[config.mk]
export PLATFORM = sky130hd
export DESIGN_NAME = jogador_automatico
export DESIGN_NICKNAME = d
export VERILOG_FILES = /design/src/rtl/jogador_automatico.sv
export SDC_FILE = /design/constraint.sdc
export NUM_CORES = 1
export LEC_CHECK = 0
export ABC_AREA = 1
export BUFFER_PORTS_ARGS = -buffer_cell sky130_fd_sc_hd__buf_2
export CAP_MARGIN = 20
export CORE_ASPECT_RATIO = 1.1
export CORE_MARGIN = 8
export CORE_UTILIZATION = 50
export DETAILED_ROUTE_END_ITERATION = 10
export GPL_TIMING_DRIVEN = 0
export HOLD_SLACK_MARGIN = 0.05
export PLACE_DENSITY = 0.66
export SKIP_CTS_REPAIR_TIMING = 1
export SLEW_MARGIN = 20
export SYNTH_ARGS = -nofsm -noshare
export SYNTH_HDL_FRONTEND = slang
export SYNTH_SLANG_ARGS = --single-unit
[constraint.sdc]
create_clock -name clock -period 3.59 [get_ports clock]
set_input_delay 0.5385 -clock clock [delete_from_list [all_inputs] [get_ports clock]]
set_output_delay 0.5385 -clock clock [all_outputs]
set_load 0.1 [all_outputs]
[src/rtl/jogador_automatico.sv]
// Automatic player for the memory game: watches the LED sequence,
// replays it on the buttons, then enters one new item per round.
module jogador_automatico #(
  parameter int PRESS_CYCLES    = 10,
  parameter int GAP_CYCLES      = 10,
  parameter int SETTLE_CYCLES   = 8,
  parameter int WATCHDOG_CYCLES = 1 << 20
) (
  input  logic       clock,
  input  logic       reset,
  input  logic       iniciar,
  input  logic       modo,
  input  logic [3:0] leds,
  input  logic       ganhou,
  input  logic       perdeu,
  output logic       jogar,
  output logic [3:0] botoes,
  output logic       ocupado,
  output logic       concluido,
  output logic       falha,
  output logic [3:0] db_rodada,
  output logic [3:0] db_estado
);

  typedef enum logic [3:0] {
    OCIOSO         = 4'd0,
    JOGAR          = 4'd1,
    OBSERVA        = 4'd2,
    ASSENTA        = 4'd3,
    PRESSIONA      = 4'd4,
    SOLTA          = 4'd5,
    NOVA_PRESSIONA = 4'd6,
    NOVA_SOLTA     = 4'd7,
    AGUARDA_FIM    = 4'd8,
    FIM            = 4'd9,
    FALHA          = 4'd15
  } estado_t;

  localparam logic [31:0] PRESS_ULT = 32'(PRESS_CYCLES - 1);
  localparam logic [31:0] GAP_ULT   = 32'(GAP_CYCLES - 1);
  localparam logic [31:0] SETTLE_N  = 32'(SETTLE_CYCLES);
  localparam logic [31:0] WD_N      = 32'(WATCHDOG_CYCLES);

  estado_t     estado_q, estado_d;
  logic [3:0]  seq_q [16];
  logic [3:0]  rodada_q, rodada_d;
  logic [4:0]  idx_q, idx_d;
  logic [31:0] cnt_q, cnt_d;
  logic [3:0]  leds_q;
  logic [3:0]  limite_q, limite_d;
  logic        seq_we;

  logic        jogar_q, ocupado_q, concluido_q, falha_q;
  logic [3:0]  botoes_q, botoes_d;
  logic [3:0]  db_rodada_q, db_estado_q;

  logic        onset, offset, ativo;
  logic [4:0]  alvo;
  logic [3:0]  nova;

  assign onset  = (leds != 4'd0) && (leds_q == 4'd0);
  assign offset = (leds == 4'd0) && (leds_q != 4'd0);
  assign alvo   = {1'b0, rodada_q} + 5'd1;
  assign ativo  = !(estado_q inside {OCIOSO, FIM, FALHA});

  always_comb begin
    estado_d = estado_q;
    rodada_d = rodada_q;
    idx_d    = idx_q;
    cnt_d    = cnt_q;
    limite_d = limite_q;
    seq_we   = 1'b0;
    unique case (estado_q)
      OCIOSO, FIM, FALHA: begin
        if (iniciar) begin
          limite_d = modo ? 4'd3 : 4'd15;
          rodada_d = 4'd0;
          idx_d    = 5'd0;
          cnt_d    = 32'd0;
          estado_d = JOGAR;
        end
      end
      JOGAR: begin
        if (cnt_q == 32'd1) begin
          cnt_d    = 32'd0;
          estado_d = OBSERVA;
        end else begin
          cnt_d = cnt_q + 32'd1;
        end
      end
      OBSERVA: begin
        cnt_d = (onset || offset) ? 32'd0 : cnt_q + 32'd1;
        if (!$onehot0(leds)) begin
          estado_d = FALHA;
        end else if (onset) begin
          if (idx_q == alvo) begin
            estado_d = FALHA;
          end else begin
            seq_we = 1'b1;
            idx_d  = idx_q + 5'd1;
          end
        end else if (offset) begin
          if (idx_q == alvo) estado_d = ASSENTA;
        end else if (cnt_d == WD_N) begin
          estado_d = FALHA;
        end
      end
      ASSENTA: begin
        if (cnt_q == SETTLE_N) begin
          cnt_d    = 32'd0;
          idx_d    = 5'd0;
          estado_d = PRESSIONA;
        end else begin
          cnt_d = cnt_q + 32'd1;
        end
      end
      PRESSIONA, NOVA_PRESSIONA: begin
        if (cnt_q == PRESS_ULT) begin
          cnt_d    = 32'd0;
          estado_d = (estado_q == PRESSIONA) ? SOLTA : NOVA_SOLTA;
        end else begin
          cnt_d = cnt_q + 32'd1;
        end
      end
      SOLTA: begin
        if (cnt_q == GAP_ULT) begin
          cnt_d = 32'd0;
          idx_d = idx_q + 5'd1;
          if (idx_d <= {1'b0, rodada_q})
            estado_d = PRESSIONA;
          else if (rodada_q == limite_q)
            estado_d = AGUARDA_FIM;
          else
            estado_d = NOVA_PRESSIONA;
        end else begin
          cnt_d = cnt_q + 32'd1;
        end
      end
      NOVA_SOLTA: begin
        if (cnt_q == GAP_ULT) begin
          cnt_d    = 32'd0;
          rodada_d = rodada_q + 4'd1;
          idx_d    = 5'd0;
          estado_d = OBSERVA;
        end else begin
          cnt_d = cnt_q + 32'd1;
        end
      end
      AGUARDA_FIM: begin
        cnt_d = cnt_q + 32'd1;
        if (ganhou) estado_d = FIM;
        else if (cnt_d == WD_N) estado_d = FALHA;
      end
      default: estado_d = OCIOSO;
    endcase
    // Game verdicts outrank everything except reset
    if (ativo && perdeu) begin
      estado_d = FALHA;
      seq_we   = 1'b0;
    end else if (ativo && ganhou && estado_q != AGUARDA_FIM) begin
      estado_d = FALHA;
      seq_we   = 1'b0;
    end
  end

  assign nova = {seq_q[rodada_d][2:0], seq_q[rodada_d][3]};

  always_comb begin
    botoes_d = 4'd0;
    if (estado_d == PRESSIONA)      botoes_d = seq_q[idx_d[3:0]];
    if (estado_d == NOVA_PRESSIONA) botoes_d = nova;
  end

  always_ff @(posedge clock) begin
    if (seq_we && !reset) seq_q[idx_q[3:0]] <= leds;
  end

  always_ff @(posedge clock) begin
    if (reset) begin
      estado_q    <= OCIOSO;
      rodada_q    <= 4'd0;
      idx_q       <= 5'd0;
      cnt_q       <= 32'd0;
      leds_q      <= 4'd0;
      limite_q    <= 4'd3;
      jogar_q     <= 1'b0;
      botoes_q    <= 4'd0;
      ocupado_q   <= 1'b0;
      concluido_q <= 1'b0;
      falha_q     <= 1'b0;
      db_rodada_q <= 4'd0;
      db_estado_q <= 4'd0;
    end else begin
      estado_q    <= estado_d;
      rodada_q    <= rodada_d;
      idx_q       <= idx_d;
      cnt_q       <= cnt_d;
      leds_q      <= leds;
      limite_q    <= limite_d;
      jogar_q     <= (estado_d == JOGAR);
      botoes_q    <= botoes_d;
      ocupado_q   <= !(estado_d inside {OCIOSO, FIM, FALHA});
      concluido_q <= (estado_d == FIM);
      falha_q     <= (estado_d == FALHA);
      db_rodada_q <= rodada_d;
      db_estado_q <= estado_d;
    end
  end

  assign jogar     = jogar_q;
  assign botoes    = botoes_q;
  assign ocupado   = ocupado_q;
  assign concluido = concluido_q;
  assign falha     = falha_q;
  assign db_rodada = db_rodada_q;
  assign db_estado = db_estado_q;

endmodule

==> summary.md, run 1 <==
| Metric | Value |
|---|---|
| Cell taking the most area after synthesis | edfxtp_1 |
| Hpwl dp | ~18000 um |
| CP Cell Sequence | nor2_1 > nand3_1 > nor2_1 > and3_1 > nand3_1 > ha_1 > o21ai_0 > inv_1 > nand2_1 > inv_1 > clkbuf_1 > nand3b_1 > nand2_1 > nand2_1 > nand3_1 > nand3_1 > nand2_1 > inv_1 > nand2_1 > a21oi_1 |
| Fin util | 56.6% |
| Worst-margin pin slew | 0.803 ns |
| Via count | between 7000 and 8000 |
| Main area contributors after synthesis | edfxtp_1 25%, nand2_1 16%, dfxtp_1 15% |
| Clock Skews | approximately 0.0052 ns |
| Most frequent CP cell | nand2_1 |
| Syn Area/Cell | roughly 7 um2 |
| R2R Setup Slk | ~0.23 ns |
| Synth Cell Area | ~7800 um2 |
| Fill count | ~1500 |
| Status | complete, no violations |
| Clk slew on worst S/H paths | roughly 0.060 ns |
| CP required | ~3.9 ns |
| Worst path arrival time | about 3.6 ns |
| Area Growth Syn to Fin | 12.2% |
| P_leak | 3.73 nW |
| Count leader, synth | nand2_1 |
| Worst skew pair latency | around 0.43 ns |
| Initial cell density of the core | roughly half |
| Dpl cell area | approximately 8000 um2 |
| Drt pass-1 iters | 5 |
| Min-delay worst type | input port to flop |
| Die X | ~140 um |
| Clk root buf | clkbuf_16 |
| Core box area | 15500 um2 |
| Post-synth EDFFs | between 60 and 70 |
| Initial antenna violation count | 0 |
| Routed length per placed instance | 17.3 um |
| Final Hold Slack | just under 0.3 ns |
| Fin. Hold Viols | 0 |
| DR DRC count | 0 |
| Setup Viol. Count Final | 0 |
| Number of buffers and inverters on the critical path | 4 |
| VDD IR max | between 0.0003 and 0.0004 V |
| Io pins | 26 |
| Critical path's slowest cell | clkbuf_1 |
| Worst rel slew slack | a little under half |
| Starting DRT DRC Count | 628 |
| Via-to-Cell Ratio | about 5.5 |
| TritonCTS Buffers | 17 |
| Nets | between 1000 and 1500 |
| Final WL | approximately 24000 um |
| Ant. Diodes | 0 |
| Total nets after synthesis | 1148 |
| GRT Total Usage | 24.2% |
| Final Max Slew Viols | 0 |
| Placement Rows | 48 |
| Post-synth cell types | between 40 and 50 |
| RSZ-0062 raised after global routing | no |
| Yosys warnings | 0 |
| Post-route setup TNS | 0 ns |
| Peak Freq | about 0.30 GHz |
| Power per cell area | about 500 nW/um2 |
| Die area | 19900 um2 |
| Die span in y | between 100 and 150 um |
| Largest net degree at the start of global routing | 19 |
| Share of the synthesized area in the top cell type | about 25% |
| H-tree depth | 4 |
| First-pass GRT wire length | ~37000 um |
| Worst Setup End Kind | flop |
| CP Launch Type | flop |
| Sequential fraction of the synthesis area | between 30% and 40% |
| GPL Wtd Cong | between 0.9 and 1 |
| Crit-path max FO | 10 |
| Kind of critical path | flop to flop |
| Fraction of layout cells with a size suffix above 1 | a little over a tenth |
| Post-Layout Inst Area | a little under 9000 um2 |
| Antenna Nets Post-Route | 0 |
| Remaining Overflow, GRT | 0 |
| Synth async-reset ratio | 0% |
| Synth cell count leaders | 334 x nand2_1, 138 x nand3_1, 138 x nor2_1 |
| Clk sinks | around 120 |
| Max Cap Viol | 0 |
| Tcrit/Tclk final | between 90% and 100% |
| Power Total | 4.40 mW |
| Critical path's largest stage delay | roughly 0.52 ns |
| Max Buffers Root-to-Sink | 2 |
| Primary FF master, synth | edfxtp_1 |
| Syn Inst Count | approximately 1100 |
| Register bit total from synthesis | between 100 and 150 |
| IO Port Bufs | 25 |
| Crit path max-delay family | simple AND/OR/NAND/NOR gates |
| CTS tree | done |
| Min Tclk post-route | between 3 and 4 ns |
| Number of global-route vias before repair | roughly 7000 |
==> state kept, by name, summed over array words and instances (netlist names), 4 cells and up <==
| signal | flops |
|---|---|
| db_estado | 4 |
| idx_q | 5 |
| db_rodada | 4 |
| leds_q | 4 |
| seq_q | 64 |
| botoes | 4 |
| cnt_q | 32 |
==> cells in the final DEF, fill, tap and decap left out, types with 2 or more instances in the layout <==
cell type	Yosys	layout
clkbuf_1	17	18
nor2_4	4	4
clkinv_1	1	2
nand2_2	8	8
o21ai_0	18	18
buf_4	8	8
a21oi_1	39	39
clkbuf_8	0	2
o211ai_1	31	31
ha_1	16	16
nand4_1	15	15
nor2_1	138	138
nor3_1	6	6
nor4_1	4	4
inv_1	129	129
nor2_2	19	19
nand3b_1	11	11
o21ai_2	2	2
o21bai_1	2	2
clkinvlp_4	0	4
bufinv_16	0	2
a22oi_1	6	6
nand3_2	4	4
buf_6	3	3
nand3_1	138	138
dfxtp_1	58	58
o21ai_1	2	2
edfxtp_1	64	64
xor2_1	15	15
clkinv_2	0	4
buf_2	6	31
inv_2	10	10
clkbuf_16	0	17
nand2_1	334	334
==> per-stage QoR <==
stage	setup slack, ns	instances
6_report	0.234	1378
5_1_grt	0.112	1378
4_1_cts	0.289	1378
3_5_place_dp	-0.128	1346
3_3_place_gp	-0.0661	1346
2_1_floorplan	0.457	1121
==> cell families (layout without fill, tap and decap cells) <==
logic type / Yosys count / in the layout / share of synthesized area (%)
and+or+nand+nor: 685 / 685 / 38.3
buffers and inverters: 174 / 231 / 9.12
DFF: 122 / 122 / 39.4
AOI/OAI and AO/OA: 108 / 108 / 8.59
adders and majority gates: 17 / 17 / 2.82
xor gates and xnor gates: 15 / 15 / 1.68
==> path summary, 6_finish.rpt <==
check	start	to	depth (start not counted)
min reg2reg	cnt_q[31]	cnt_q[31]	2
min	modo	limite_q[2]	2
max reg2reg	cnt_q[23]	botoes[1]	20
max	cnt_q[23]	botoes[1]	20
==> metal layers <==
layer	share of wire, %	up-vias	global-route usage (%)	wire (um)
li1	-	3751	-	-
met2	49	263	41.2	11700
met3	5.6	44	3.42	1330
met4	2.6	0	9.73	611
met1	43	3495	29.9	10200
met5	0	-	0	0
==> final cells by class <==
class                   instances  area (um2)  share of cell area (%)
inverters                     140         526                    5.99
plain buffers                  34         188                    2.14
clock inverters                12         123                    1.40
well taps                     200         250                    2.85
multi-input cells             825        4020                    45.8
repair buffers                 25         125                    1.43
flip-flops and latches        122        3080                    35.1
clock buffers                  20         457                    5.21
==> power breakdown <==
part           switching, mW  internal (mW)  total (mW)
combinational          0.893          0.246        1.14
clock                  0.649           1.05        1.70
sequential            0.0513           1.51        1.56
total                   1.59           2.81        4.40
Note: power is estimated with default switching activity, not from simulation.
==> run 2, diff against run 1 <==
Settings changed: MAX_ROUTING_LAYER from default to met4, RECOVER_POWER from default to 25.
==> summary.md, run 2 (synthesis results as in run 1) <==
| Metric | Value |
|---|---|
| Via-to-Cell Ratio | 5.45 (-0.64%) |
| CP Cell Sequence | nor2_1 > nand3_1 > nor2_1 > and3_1 > nand3_1 > ha_1 > o21ai_0 > inv_1 > nand2_1 > inv_1 > nand2_1 > buf_4 > buf_4 > nand2_1 > o211ai_1 > nand3_1 > nand3_1 > nand2_1 > nand2_1 > a21oi_1 |
| Most frequent cells in the layout | 334 x nand2_1, 138 x nand3_1, 138 x nor2_1 |
| TritonCTS Buffers | 17 (unchanged) |
| Antenna Nets Post-Route | 0 (unchanged) |
| Largest net degree at the start of global routing | 19 (unchanged) |
| Post-Place Cells | 1346 (unchanged) |
| Max Buffers Root-to-Sink | 2 (unchanged) |
| P_sw | 1.61 mW (+1.2%) |
| Fill count | 1549 (+1.2%) |
| GPL Wtd Cong | 0.994 (+4.2%) |
| Non-filler instance count after layout | 1378 (unchanged) |
| Area Growth Syn to Fin | 12.6% |
| Placement Rows | 48 (unchanged) |
| Most frequent CP cell | nand2_1 |
| Setup Viol. Count Final | 0 (unchanged) |
| Worst skew pair latency | 0.43 ns (about the same) |
| Commonest non-fill, non-tap cell in the layout | nand2_1 |
| Final Hold Slack | 0.288 ns (-0.000394 ns) |
| Number of global-route vias before repair | 7049 (+0.23%) |
| Crit-path max FO | 10 (unchanged) |
| Peak Freq | 0.299 GHz (+0.23%) |
| Io pins | 26 (unchanged) |
| Power Total | 4.50 mW (+2.2%) |
| Final WL | 24400 um (+2.4%) |
| Clock Skews | 0.00988 ns (+0.00466 ns) |
| Worst-margin pin slew | 0.941 ns (+0.138 ns) |
| Min-delay worst type | input port to flop |
| Initial cell density of the core | 50.5% (unchanged) |
| Die area | 19900 um2 (unchanged) |
| Critical path's largest stage delay | 0.38 ns (-0.14 ns) |
| Max Cap Viol | 0 (unchanged) |
| Clock share of power | 39.5% (+0.9 points) |
| VDD IR max | 0.000361 V (+12%) |
| Initial antenna violation count | 0 (unchanged) |
| Nets | 1192 (unchanged) |
| DR DRC count | 0 (unchanged) |
| Clk root buf | clkbuf_16 |
| Ant. Diodes | 0 (unchanged) |
| Drt pass-1 iters | 5 (unchanged) |
| Reg power frac | 34.8% (-0.7 points) |
| CP Launch Type | flop |
| P_leak | 3.76 nW (+0.86%) |
| Power per cell area | 511 nW/um2 (+1.8%) |
| First-pass GRT wire length | 38100 um (+2.0%) |
| H-tree depth | 4 (unchanged) |
| Clk sinks | 122 (unchanged) |
| Fin. Hold Viols | 0 (unchanged) |
| Fin util | 56.8% (+0.19 points) |
| Routed length per placed instance | 17.7 um (+2.4%) |
| GRT Total Usage | 25.6% (+1.4 points) |
| Comb power frac | 25.7% (-0.2 points) |
| Core box area | 15500 um2 (unchanged) |
| Critical path's slowest cell | dfxtp_1 |
| Max reg flops | 64 (unchanged) |
| Kind of critical path | flop to flop |
| Switching share of power | 35.8% (-0.34 points) |
| Tcrit/Tclk final | 93.3% (-0.22 points) |
| Status | complete, no violations |
| Min Tclk post-route | 3.35 ns (-0.00773 ns) |
| Int Power | 2.89 mW (+2.7%) |
| Starting DRT DRC Count | 562 (-11%) |
| RSZ-0062 raised after global routing | no |
| Worst Setup End Kind | flop |
| Footprint of the multi-input gates | 4020 um2 (unchanged) |
| CTS tree | done |
| Worst rel slew slack | 36.7% (-9.2 points) |
| Via count | 7505 (-0.64%) |
| Hpwl dp | 18400 um (+2.8%) |
| Clk slew on worst S/H paths | 0.06 ns (about the same) |
| Flip-flop and latch area | 3080 um2 (unchanged) |
| CP required | 3.87 ns (about the same) |
| Remaining Overflow, GRT | 0 (unchanged) |
| Number of buffers and inverters on the critical path | 4 (unchanged) |
| Die X | 135 um (unchanged) |
| Final Max Slew Viols | 0 (unchanged) |
| IO Port Bufs | 25 (unchanged) |
| Worst path arrival time | 3.62 ns (-0.02 ns) |
| Crit path max-delay family | simple AND/OR/NAND/NOR gates |
| Fraction of layout cells with a size suffix above 1 | 10.8% (+0.34 points) |
| Die span in y | 147 um (unchanged) |
-- run 2: changes by cell type in the layout (fill, tap and decap cells not counted), moves of 2 or more --
cell / previous run / this run
clkbuf_1: 18 / 15
clkbuf_2: 0 / 4
clkinv_4: 0 / 2
clkinvlp_4: 4 / 1
inv_4: 0 / 2
-- run 2: cell type report --
type / instances / share of cell area, %
Tap cell: 200 / 2.84
Clock buffer: 21 / 5.23
Sequential cell: 122 / 35.0
Inverter: 140 / 5.97
Multi-Input combinational cell: 825 / 45.7
Timing Repair Buffer: 25 / 1.42
Clock inverter: 11 / 1.62
Buffer: 34 / 2.19
-- run 2: final timing paths --
kind              from          end  slack [ns]  cells after the start
max          cnt_q[23]    botoes[2]        0.24                     20
min               modo  limite_q[2]        0.29                      2
max reg2reg  cnt_q[23]    botoes[2]        0.24                     20
min reg2reg  cnt_q[31]    cnt_q[31]        0.50                      2
-- run 2: power groups by stage --
| stage | sequential, mW | clock, mW | combinational [mW] |
|---|---|---|---|
| floorplan | 1.79 | 0 | 0.623 |
| global placement | 1.59 | 0 | 1.15 |
| detailed placement | 1.59 | 0 | 1.15 |
| CTS | 1.57 | 1.79 | 1.15 |
| global route | 1.57 | 1.84 | 1.26 |
| finish | 1.57 | 1.78 | 1.16 |
-- run 2: worst reg2reg max path, cell delays in order, from the launching register on --
cell and delay [ns]:
dfxtp_1 0.38, nor2_1 0.11, nand3_1 0.09, nor2_1 0.26, and3_1 0.34, nand3_1 0.13, ha_1 0.28, o21ai_0 0.16
inv_1 0.06, nand2_1 0.10, inv_1 0.11, nand2_1 0.11, buf_4 0.20, buf_4 0.21, nand2_1 0.07, o211ai_1 0.08
nand3_1 0.14, nand3_1 0.11, nand2_1 0.11, nand2_1 0.09, a21oi_1 0.06
-- run 2: stage by stage --
step / setup WS [ns] / instance area [um2] / TNS (ns)
6_report: 0.242 / 8800 / 0
4_1_cts: 0.265 / 8800 / 0
5_1_grt: 0.0541 / 8800 / 0
3_3_place_gp: -0.0335 / 8190 / -0.0675
2_1_floorplan: 0.457 / 7820 / 0
3_5_place_dp: -0.105 / 8190 / -0.260
-- run 2: layer usage --
layer / part of all wire [%] / global-route usage [%] / routed length, um
met1: 41 / 30.4 / 10100
met2: 49 / 41.7 / 12000
met3: 6.0 / 4.68 / 1460
met4: 3.4 / 11.0 / 842
met5: 0 / - / 0
==> run 3, diff against run 2 <==
Settings changed: ABC_AREA 1 to default.
==> summary.md, run 3 <==
| Metric | Value |
|---|---|
| Status | complete, no violations |
| Most frequent cells in the layout | 81 x nor2_1, 68 x nand2_1, 64 x edfxtp_1 |
| Synth Cell Area | 7870 um2 (+0.67%) |
| Die span in y | 148 um (+0.30%) |
| Setup Viol. Count Final | 0 (unchanged) |
| Number of buffers and inverters on the critical path | 1 (-3) |
| Antenna Nets Post-Route | 0 (unchanged) |
| Total nets after synthesis | 905 (-21%) |
| Switching share of power | 36.5% (+0.62 points) |
| GRT Total Usage | 25.4% (-0.27 points) |
| Initial cell density of the core | 50.6% (+0.14 points) |
| Fraction of layout cells with a size suffix above 1 | 21.1% (+10 points) |
| Critical path's slowest cell | or4_4 |
| Kind of critical path | flop to flop |
| Clock share of power | 38.0% (-1.5 points) |
| Final Hold Slack | 0.319 ns (+0.0302 ns) |
| Nets | 965 (-19%) |
| Crit-path max FO | 6 (-4) |
| Clk root buf | clkbuf_16 |
| Via count | 7392 (-1.5%) |
| Simple-Gate Fraction of Synth Area | 25.0% (-13 points) |
| Int Power | 2.80 mW (-3.2%) |
| Cell taking the most area after synthesis | edfxtp_1 |
| Io pins | 26 (unchanged) |
| Min-delay worst type | input port to flop |
| Post-Synth XOR/XNOR Area | 2.23% (+0.55 points) |
| Min Tclk post-route | 3.58 ns (+0.233 ns) |
| Synth cell count leaders | 84 x nor2_1, 69 x nand2_1, 64 x edfxtp_1 |
| Final WS setup | 0.00913 ns (-0.233 ns) |
| H-tree depth | 4 (unchanged) |
| R2R cell count | 11 (-45%) |
| Commonest non-fill, non-tap cell in the layout | nor2_1 |
| Post-route setup TNS | 0 ns (unchanged) |
| Final Max Slew Viols | 0 (unchanged) |
| Count leader, synth | nor2_1 |
| Share of the synthesized area in the top cell type | 24.4% (-0.16 points) |
| WHS Path Cells | 2 (unchanged) |
| Compound-cell area share of the yosys netlist | 18.9% (+10 points) |
| Number of global-route vias before repair | 6827 (-3.1%) |
| Worst-margin pin slew | 1.12 ns (+0.182 ns) |
| CP Cell Sequence | buf_6 > and4_4 > and2_4 > o31a_1 > or4_4 > or4_4 > and4bb_4 > nor2_4 > or3b_4 > or4_1 > o211ai_1 |
| Placement Rows | 48 (unchanged) |
| Post-synth cell types | 78 (+86%) |
| Power per cell area | 468 nW/um2 (-8.4%) |
| Syn Area/Cell | 8.96 um2 (+29%) |
| Core box area | 15600 um2 (+0.39%) |
| Via-to-Cell Ratio | 6.42 (+18%) |
| Worst path arrival time | 3.91 ns (+0.29 ns) |
| Die X | 136 um (+0.30%) |
| Peak Freq | 0.279 GHz (-6.5%) |
| Die area | 20000 um2 (+0.60%) |
| RSZ-0062 raised after global routing | yes |
| Fin. Hold Viols | 0 (unchanged) |
| Register bit total from synthesis | 122 (unchanged) |
| Max Cap Viol | 0 (unchanged) |
| Crit path depth | 11 (-45%) |
| VDD IR max | 0.000350 V (-3.0%) |
| Worst rel slew slack | 24.4% (-12 points) |
| Clk sinks | 122 (unchanged) |
| DR DRC count | 0 (unchanged) |
| First-pass GRT wire length | 38300 um (+0.60%) |
| P_sw | 1.60 mW (-0.52%) |
| Clock Skews | 0.00994 ns (+0.0000627 ns) |
| Sequential fraction of the synthesis area | 39.2% (-0.26 points) |
| Crit path max-delay family | simple AND/OR/NAND/NOR gates |
| GPL Wtd Cong | 0.973 (-2.1%) |
| Initial antenna violation count | 0 (unchanged) |
| Reg power frac | 35.3% (+0.5 points) |
| Routed length per placed instance | 21.7 um (+23%) |
| Crit path from | cnt_q[0] |
| Main area contributors after synthesis | edfxtp_1 24%, dfxtp_1 15%, mux2i_1 6.2% |
| Drt pass-1 iters | 6 (+1) |
| CP required | 3.92 ns (+0.05 ns) |
| Starting DRT DRC Count | 669 (+19%) |
| Primary FF master, synth | edfxtp_1 |
| CP Launch Type | flop |
| Mux cell area share after synthesis | 6.95% (+6.9 points) |
| Tcrit/Tclk final | 99.7% (+6.5 points) |
| Critical R2R Launch | cnt_q[0] |
| IO Port Bufs | 24 (-4.0%) |
| Remaining Overflow, GRT | 0 (unchanged) |
| Worst skew pair latency | 0.42 ns (about the same) |
| Critical path's largest stage delay | 0.52 ns (+0.14 ns) |
| Largest net degree at the start of global routing | 20 (+1) |
| Adder-Cell Fraction of Synth Area | 2.80% (-0.019 points) |
| Worst Setup End Kind | flop |
| CTS tree | done |
| Synth async-reset ratio | 0% (unchanged) |
| Syn Inst Count | 878 (-22%) |
| Most frequent CP cell | or4_4 |
| Final WL | 25000 um (+2.5%) |
| Ant. Diodes | 0 (unchanged) |
| Yosys warnings | 0 (unchanged) |
| Area Growth Syn to Fin | 19.4% |
| Largest family of logic cells by synthesized area | simple AND/OR/NAND/NOR gates |
| Hpwl dp | 17700 um (-4.1%) |
| Beginning of the worst hold path | modo |
| Comb power frac | 26.7% (+1.0 points) |
| P_leak | 3.50 nW (-6.9%) |
| Post-synth EDFFs | 64 (unchanged) |
| TritonCTS Buffers | 17 (unchanged) |
| Pre-CTS WS | -0.913 ns (-0.808 ns) |
| Max Buffers Root-to-Sink | 2 (unchanged) |
| Max reg flops | 64 (unchanged) |
| Clk slew on worst S/H paths | 0.06 ns (about the same) |
run 3: final cells by class:
class	count	area [um2]
fill	1328	6160
multi-input combinational	667	4730
sequential	122	3110
clock buffer	18	429
buffer	58	335
timing repair buffer	47	308
tap	200	250
clock inverter	14	139
inverter	25	93.8
run 3: logic make-up (layout without fill, tap and decap cells):
kind of cell / after synthesis / in the layout
DFF: 122 / 122
AOI/OAI and AO/OA: 223 / 223
muxes: 52 / 52
and+or+nand+nor: 355 / 355
buffers and inverters: 89 / 162
xor gates and xnor gates: 20 / 20
adders and majority gates: 17 / 17
run 3: metrics by stage:
stage          instance area [um2]  total power [mW]  util [%]  std cells
4_1_cts                       8810              4.27      56.7       1134
6_report                      9400              4.40      60.4       1151
3_3_place_gp                  8250              2.61      53.0       1102
2_1_floorplan                 7880              2.30         -        878
3_5_place_dp                  8250              2.61      53.0       1102
5_1_grt                       9400              4.55      60.4       1151
run 3: routing by layer:
metal / track usage, % / vias up / wire, um
met3: 4.41 / 66 / 1800
met4: 12.4 / 0 / 877
met2: 39.0 / 342 / 11800
li1: - / 3439 / -
met1: 31.6 / 3545 / 10500
met5: - / - / 0
run 3: worst paths after layout:
check	endpoint	slack, ns
worst max-delay path	botoes[3]	0.009
worst min-delay path	limite_q[2]	0.32
worst max register to register	botoes[3]	0.009
worst min register to register	cnt_q[0]	0.52
run 3: worst reg2reg max path: stages (launching register included):
cell      delay (ns)
dfxtp_4         0.38
buf_6           0.13
and4_4          0.14
and2_4          0.15
o31a_1          0.23
or4_4           0.52
or4_4           0.51
and4bb_4        0.40
nor2_4          0.06
or3b_4          0.39
or4_1           0.48
o211ai_1        0.11
run 3: power groups by stage:
| stage | sequential (mW) | clock, mW | combinational [mW] |
|---|---|---|---|
| CTS | 1.55 | 1.68 | 1.04 |
| finish | 1.55 | 1.67 | 1.18 |
| floorplan | 1.73 | 0 | 0.568 |
| detailed placement | 1.58 | 0 | 1.04 |
| global route | 1.56 | 1.74 | 1.25 |
| global placement | 1.57 | 0 | 1.04 |
